File: src/rtl/ps2_host_tx.sv
// Host-to-device PS/2 byte transmitter: inhibit, request-to-send, clock out 10 bits on device clock, check ACK.
// Edge response 3 clk after the line moves; txStart ignored while busy. Build with PS2_TX_RETRY_EN for one automatic retry.
module ps2_host_tx #(
    parameter int counterBits   = 16,
    parameter int inhibitCycles = 1000,
    parameter int timeoutCycles = 40000
) (
    input  logic       clk,
    input  logic       reset,
    input  logic [7:0] txData,
    input  logic       txStart,
    output logic       busy,
    output logic       done,
    output logic       error,
    output logic       rxInhibit,
    input  logic       ps2ClkIn,
    input  logic       ps2DataIn,
    output logic       ps2ClkDriveLow,
    output logic       ps2DataDriveLow
);

`ifdef PS2_TX_RETRY_EN
    typedef enum logic [2:0] {
        IDLE, INHIBIT, REQ, SEND, ACK, WAIT_IDLE, RETRY_WAIT
    } state_t;
`else
    typedef enum logic [2:0] {
        IDLE, INHIBIT, REQ, SEND, ACK, WAIT_IDLE
    } state_t;
`endif

    localparam logic [counterBits-1:0] INHIBIT_LAST = counterBits'(inhibitCycles - 1);
    localparam logic [counterBits-1:0] TIMEOUT_LAST = counterBits'(timeoutCycles - 1);

    state_t                 state;
    logic [counterBits-1:0] counter;
    logic [counterBits-1:0] counterNext;
    logic [3:0]             bitIdx;
    logic [9:0]             shiftReg;
    logic [1:0]             clkSync;
    logic [1:0]             dataSync;
    logic                   clkPrev;
    logic                   clkSynced;
    logic                   dataSynced;
    logic                   clkFall;
    logic                   busIdle;
    logic                   timeoutHit;
    logic                   failNow;
`ifdef PS2_TX_RETRY_EN
    logic                   retried;
`endif

    assign clkSynced  = clkSync[1];
    assign dataSynced = dataSync[1];
    assign clkFall    = clkPrev & ~clkSynced;
    assign busIdle    = clkSynced & dataSynced;
    assign rxInhibit  = busy;

    always_ff @(posedge clk or posedge reset) begin
        if (reset) begin
            clkSync  <= 2'b11;
            dataSync <= 2'b11;
            clkPrev  <= 1'b1;
        end else begin
            clkSync  <= {clkSync[0], ps2ClkIn};
            dataSync <= {dataSync[0], ps2DataIn};
            clkPrev  <= clkSync[1];
        end
    end

    always_comb begin
        counterNext = (counter == '1) ? counter : counter + 1'b1;
        timeoutHit  = 1'b0;
        if (counter == TIMEOUT_LAST) begin
            case (state)
                SEND, ACK: timeoutHit = ~clkFall;
                WAIT_IDLE: timeoutHit = ~busIdle;
                default:   timeoutHit = 1'b0;
            endcase
        end
        // A missing ACK and a timeout share one abort path.
        failNow = timeoutHit | ((state == ACK) & clkFall & dataSynced);
    end

    always_ff @(posedge clk or posedge reset) begin
        if (reset) begin
            state           <= IDLE;
            counter         <= '0;
            bitIdx          <= '0;
            shiftReg        <= '0;
            busy            <= 1'b0;
            done            <= 1'b0;
            error           <= 1'b0;
            ps2ClkDriveLow  <= 1'b0;
            ps2DataDriveLow <= 1'b0;
`ifdef PS2_TX_RETRY_EN
            retried         <= 1'b0;
`endif
        end else begin
            done  <= 1'b0;
            error <= 1'b0;
            if (failNow) begin
                ps2ClkDriveLow  <= 1'b0;
                ps2DataDriveLow <= 1'b0;
                counter         <= '0;
`ifdef PS2_TX_RETRY_EN
                if (!retried) begin
                    retried <= 1'b1;
                    state   <= RETRY_WAIT;
                end else begin
                    error <= 1'b1;
                    busy  <= 1'b0;
                    state <= IDLE;
                end
`else
                error <= 1'b1;
                busy  <= 1'b0;
                state <= IDLE;
`endif
            end else begin
                case (state)
                    IDLE: begin
                        // The cycle carrying done/error still counts as busy for requests.
                        if (txStart && !done && !error) begin
                            shiftReg       <= {1'b1, ~^txData, txData};
                            busy           <= 1'b1;
                            counter        <= '0;
                            ps2ClkDriveLow <= 1'b1;
                            state          <= INHIBIT;
`ifdef PS2_TX_RETRY_EN
                            retried        <= 1'b0;
`endif
                        end
                    end
                    INHIBIT: begin
                        if (counter == INHIBIT_LAST) begin
                            ps2ClkDriveLow  <= 1'b0;
                            ps2DataDriveLow <= 1'b1;
                            counter         <= '0;
                            state           <= REQ;
                        end else begin
                            counter <= counterNext;
                        end
                    end
                    REQ: begin
                        counter <= '0;
                        bitIdx  <= '0;
                        state   <= SEND;
                    end
                    SEND: begin
                        if (clkFall) begin
                            ps2DataDriveLow <= ~shiftReg[bitIdx];
                            bitIdx          <= bitIdx + 1'b1;
                            counter         <= '0;
                            if (bitIdx == 4'd9) begin
                                state <= ACK;
                            end
                        end else begin
                            counter <= counterNext;
                        end
                    end
                    ACK: begin
                        ps2DataDriveLow <= 1'b0;
                        if (clkFall) begin
                            counter <= '0;
                            state   <= WAIT_IDLE;
                        end else begin
                            counter <= counterNext;
                        end
                    end
                    WAIT_IDLE: begin
                        if (busIdle) begin
                            done  <= 1'b1;
                            busy  <= 1'b0;
                            state <= IDLE;
                        end else begin
                            counter <= counterNext;
                        end
                    end
`ifdef PS2_TX_RETRY_EN
                    RETRY_WAIT: begin
                        if (counter == INHIBIT_LAST) begin
                            counter        <= '0;
                            ps2ClkDriveLow <= 1'b1;
                            state          <= INHIBIT;
                        end else begin
                            counter <= counterNext;
                        end
                    end
`endif
                    default: state <= IDLE;
                endcase
            end
        end
    end

endmodule

File: config.mk
export PLATFORM = sky130hd
export DESIGN_NAME = ps2_host_tx
export DESIGN_NICKNAME = d
export VERILOG_FILES = /design/src/rtl/ps2_host_tx.sv
export SDC_FILE = /design/constraint.sdc
export NUM_CORES = 1
export LEC_CHECK = 0
export ABC_AREA = 1
export BUFFER_PORTS_ARGS = -buffer_cell sky130_fd_sc_hd__buf_2
export CAP_MARGIN = 0
export CORE_MARGIN = 5
export CORE_UTILIZATION = 23
export DETAILED_ROUTE_END_ITERATION = 16
export PLACE_DENSITY = 0.4
export SETUP_SLACK_MARGIN = 0.05
export SKIP_CTS_REPAIR_TIMING = 1
export SYNTH_ARGS = -nofsm -noshare
export SYNTH_HDL_FRONTEND = slang
export SYNTH_SLANG_ARGS = --single-unit
File: constraint.sdc
create_clock -name clk -period 4.1 [get_ports clk]
set_input_delay 0.41 -clock clk [delete_from_list [all_inputs] [get_ports clk]]
set_output_delay 0.41 -clock clk [all_outputs]
set_load 0.005 [all_outputs]
Word level (Yosys, flattened, before mapping)
Cells that the tools add are included.

cells by class
  add/sub/neg operators = 2
  $mul = 0
  div/mod/pow operators = 0
  order comparisons = 1
  equality and inequality tests = 17
  shifts and indexed selects = 0
  multiplexer cells = 36
  bitwise logic cells = 10
  reduce and logical (&&, ||, !) cells = 19

operator list
  kind                                                                      number
  16-bit 2-to-1 mux                                                         6
  16-bit case mux with 5 select lines                                       1
  16-bit equality test (second input constant)                              2
  3-bit 2-to-1 mux                                                          7
  3-bit != test (second input constant)                                     7
  3-bit case mux with 6 select lines                                        1
  3-bit AND reduction                                                       6
  16-bit by 1-bit adder with 16-bit output (second input constant)          1
  16-bit by 10-bit equality test with 1-bit output (second input constant)  1
  1-bit 2-to-1 mux                                                          14
  4-bit case mux with 2 select lines                                        1
  8-bit XNOR reduction                                                      1
  3-bit by 2-bit equality test with 1-bit output (second input constant)    2
  3-bit equality test (second input constant)                               2
  1-bit case mux with 2 select lines                                        3
  6-bit AND reduction                                                       1
  3-bit nonzero test                                                        2
  6-bit nonzero test                                                        1
  4-bit by 5-bit < comparator with 1-bit output (second input constant)     1
  1-bit NOT                                                                 5
  4-bit by 1-bit adder with 4-bit output (second input constant)            1
  1-bit bitwise AND                                                         4
  1-bit binary-select mux with 4-bit select                                 1
  4-bit equality test (second input constant)                               1
  other kinds (11)                                                          13

word-level totals
  register bits after elaboration = 43
  latch bits = 0
  RAM bits = 0
  ROM bits = 0
  logic and storage cells = 97
  memories kept = 0

Depth between registers and ports, before layout
  depth after elaboration = 8
  depth in mapped cells = 12
  mapped depth without buffers = 12

Least setup slack after synthesis
OpenSTA, ideal clock, no wires.

  kind = reg-to-reg
  start = reg counter[0]
  end = reg counter[3]
  setup time = 120 ps
  arrival time = 1419 ps
  data required time = 3980 ps
  path slack = 2561 ps
  stages on the path, launching flop included = 10
  cells stage by stage = dfrtp_1 > ha_1 > nand2_1 > nor2_2 > nand2_2 > nor2_4 > nand3_4 > nand2_4 > o21ai_0 > and3_1

on the way
  cells in the longest elaborated chain, start to end = 5
  elaborated cells between the ends (all ways) = 16
  classes of those cells = add/sub: 1; eq/ne: 5; mux: 7; bitwise: 1; reduce/logical: 2

ends and longest elaborated chain
  item                                                                    RTL line  source
  start, declared                                                         36        logic [counterBits-1:0] counter;
  start signal, assigned                                                  142       counter <= counterNext;
  start signal, assigned                                                  159       counter <= counterNext;
  start signal, assigned                                                  168       counter <= counterNext;
  16-bit by 1-bit adder with 16-bit output, or another cell as far along  72        counterNext = (counter == '1) ? counter : counter + 1'b1;
  16-bit 2-to-1 mux / 1-bit 2-to-1 mux (equally long branches)            72, 74
  16-bit 2-to-1 mux, or another cell as far along                         172       if (busIdle) begin
  16-bit case mux with 5 select lines, or another cell as far along       121       case (state)
  16-bit 2-to-1 mux / 3-bit AND reduction (equally long branches)         -

Parallel ways exist; a longest one is shown, timed or not. The select of a mux whose other input is x is not followed.
A chain may end at the register's enable or synchronous reset.

Worst setup path in the final report
  start = reg state[1]
  end = reg shiftReg[1]

on the way
  cells in the longest elaborated chain, start to end = 7
  elaborated cells between the ends (all ways) = 12
  classes of those cells = eq/ne: 3; mux: 2; bitwise: 4; reduce/logical: 3

ends and longest elaborated chain
  item                                                                                          RTL line  source
  start, declared                                                                               35        state_t state;
  start signal, assigned                                                                        87        state <= IDLE;
  start signal, assigned                                                                        118       state <= IDLE;
  start signal, assigned                                                                        129       state <= INHIBIT;
  3-bit equality test / 3-bit by 2-bit equality test with 1-bit output (equally long branches)  75, 82
  2-bit OR reduction (no line)                                                                  -
  1-bit case mux with 2 select lines                                                            75        case (state)
  1-bit 2-to-1 mux                                                                              74        if (counter == TIMEOUT_LAST) begin
  1-bit bitwise OR                                                                              82        failNow = timeoutHit | ((state == ACK) & clkFall & dataSynced);
  1-bit NOT (no line)                                                                           -
  3-bit AND reduction (no line) (*)                                                             -
  end signal, assigned                                                                          125       shiftReg <= {1'b1, ~^txData, txData};
  end, declared                                                                                 39        logic [9:0] shiftReg;

Mark *: on every way between the ends. The rest lies on a longest branch, timed or not.

==> flow_metrics.py <==
metrics = {
    "timing": {
        "period_share": 0.455,
        "final.min_clock_period_ps": 1870,
        "setup_violations": 0,
        "slew_headroom": 0.369,
        "finalHoldViolCount": 0,
        "rsz0062_at_grt": "no",
        "slew_violations": 0,
        "final.setup.worst_slack_ps": 2230,
        "tightest_slew_ps": 945,
        "fin_setup_tns_ps": 0,
        "max_freq_ghz": 0.536,
        "timing.hold.ws_ps": 227,
        "fin_worst_skew_ps": 8.05,
    },
    "synthesis": {
        "synthFlopType": "dfrtp_1",
        "synth_seq_cells": 43,
        "synth-async-reset-ratio": 1.00,
        "syn_nets": 336,
        "yosys-top-cells-area": "dfrtp_1 (37%), nand2_1 (12%), inv_1 (5.4%)",
        "avgSynthCellArea_um2": 8.06,
        "yosysUniqueCellTypes": 37,
        "post-synth-top-area-cell": "dfrtp_1",
        "synth_top_area_frac": 0.369,
        "seq_area_frac_synth": 0.420,
        "netlist_instances": 320,
        "synth_edf_count": 0,
        "syn_area_um2": 2580,
        "ys_warn_count": 0,
    },
    "placed_design": {
        "gp_congestion": 0.814,
        "place_area_um2": 2820,
        "portBuffers": 18,
        "placedCellCount": 474,
        "dp_slack_ps": 2260,
        "dp.final_hpwl_um": 4370,
    },
    "routing": {
        "totalWireLength_um": 5760,
        "vias": 2047,
        "wl_per_cell_um": 12.0,
        "drtIter0Drc": 67,
        "postRouteAntennaNets": 0,
        "drt_pass1_iterations": 4,
        "drc_errors": 0,
        "vias_per_cell": 4.25,
    },
    "clock_tree": {
        "cts_tree": "yes",
        "numCtsBuffers": 5,
        "cts-root-buf": "clkbuf_16",
        "cts_buffer_depth": 2,
        "cts.clk_slew.worst_paths_ps": 60,
        "clock_sinks": 43,
        "cts.htree.levels": 2,
        "clk_latency_ps": 280,
    },
    "setup_path": {
        "path_max_fanout": 11,
        "cp-end-kind": "register",
        "worst_setup_path_start_kind": "register",
        "worstPathRequired_ps": 4260,
        "path_class": "reg -> reg",
        "worstPathArrival_ps": 2030,
    },
    "die": {
        "dieWidth_um": 116,
        "start_util": 0.236,
        "dieHeight_um": 116,
        "core_area_um2": 10900,
        "io_pins": 19,
        "num_rows": 38,
        "dieArea_um2": 13400,
    },
    "run_status": {
        "status": "finished clean",
    },
    "grt": {
        "grt_max_degree": 44,
        "grt_pass1_wl_um": 10300,
        "grt_usage": 0.0952,
        "antenna_found_initial": 0,
        "grt_pass1_vias": 2109,
        "grt_overflow": 0,
    },
    "cells_and_area": {
        "layout_commonest_cell": "nand2_1",
        "syn_to_final_growth_pct": 15.8,
        "antennaDiodeCount": 0,
        "drive_gt1_frac": 0.246,
        "final_area_um2": 2990,
        "stdcell_count": 482,
        "fill_cells": 1203,
        "layout_common_cells": "nand2_1 (81), dfrtp_1 (38), inv_1 (36), nor2_1 (28), nand3_1 (21)",
        "fin_nets": 357,
    },
    "hold_path": {
        "min_path_type": "in -> reg",
    },
    "pwr": {
        "power_density_nw_per_um2": 579,
        "vdd_drop_max_mv": 0.180,
        "leakagePower_nw": 1.38,
    },
    "job": {
        "max_cap_violations": 0,
    },
}
-- per-layer routing --
metal / global-route usage / wire (µm) / vias to the layer above
met5: 0 / 0 / -
met4: 0.0255 / 40 / 0
met3: 0.0193 / 137 / 2
met2: 0.145 / 2430 / 14
met1: 0.138 / 3150 / 962
li1: - / - / 1069
-- state kept, by name, summed over array words and instances, names as in the netlist, 2 cells and up --
name and flops:
shiftReg 10, clkSync 2, dataSync 2, bitIdx 4
counter 16, state 3
-- final cells by class --
type | instances | area [µm²] | share of cell area
multi-input cells | 230 | 1310 | 0.437
flip-flops and latches | 43 | 1080 | 0.363
well taps | 140 | 175 | 0.0587
inverters | 43 | 164 | 0.0549
clock buffers | 5 | 125 | 0.0419
repair buffers | 18 | 90.1 | 0.0302
clock inverters | 3 | 43.8 | 0.0147
-- worst max-delay path: stages, from the launching register on --
cell	delay [ps]
dfrtp_1	450
nor2_1	170
nand2_1	110
inv_1	140
nand2_2	100
nand2_1	380
mux2_2	400
-- path summary, 6_finish.rpt --
check / startpoint / end / slack (ps) / cells past startpoint
worst max-delay path: state[1]$_DFFE_PP0P_ / shiftReg[1]$_DFFE_PP0P_ / 2230 / 6
worst min-delay path: ps2DataIn / dataSync[0]$_DFF_PP1_ / 230 / 1
min in group asynchronous: reset / shiftReg[3]$_DFFE_PP0P_ / 350 / 2
worst min register to register: clkSync[0]$_DFF_PP1_ / clkSync[1]$_DFF_PP1_ / 360 / 0
max in group asynchronous: reset / counter[15]$_DFFE_PP0P_ / 3170 / 2
worst max register to register: state[1]$_DFFE_PP0P_ / shiftReg[1]$_DFFE_PP0P_ / 2230 / 6
-- logic make-up (layout without fill, tap and decap cells) --
group | Yosys count | count (layout) | share of synthesized area
AND/OR/NAND/NOR | 172 | 172 | 0.336
buffers and inverters | 47 | 69 | 0.0742
flip-flops | 43 | 43 | 0.420
AO/OA/AOI/OAI | 38 | 38 | 0.0898
XOR/XNOR | 9 | 9 | 0.0306
multiplexers | 8 | 8 | 0.0349
adder cells (fa/ha/maj) | 3 | 3 | 0.0146
-- synth_stat cells (2+ instances only) --
cell / instances
a21oi_1: 8
a21oi_2: 7
a31oi_1: 2
buf_4: 3
dfrtp_1: 38
dfstp_2: 5
ha_1: 3
inv_1: 37
inv_2: 5
mux2_2: 8
nand2_1: 81
nand2_2: 10
nand2_4: 4
nand3_1: 21
nand3_2: 2
nand4_1: 4
nor2_1: 28
nor2_2: 4
nor2_4: 5
nor3_1: 5
nor3_2: 3
o21ai_0: 15
xnor2_1: 6
xor2_1: 3
-- power by group --
part           switching (mW)  internal, mW  leakage [nW]
Sequential             0.0792         0.523         0.542
Combinational           0.421         0.248         0.759
Clock                   0.170         0.287        0.0838
-- through the flow --
stage	utilization	total power, mW
4_1_cts	0.273	1.76
2_1_floorplan	-	1.14
5_1_grt	0.273	1.89
3_5_place_dp	0.258	1.29
6_report	0.273	1.73
3_3_place_gp	0.258	1.29
No activity file was read; power rests on OpenSTA's default activity.
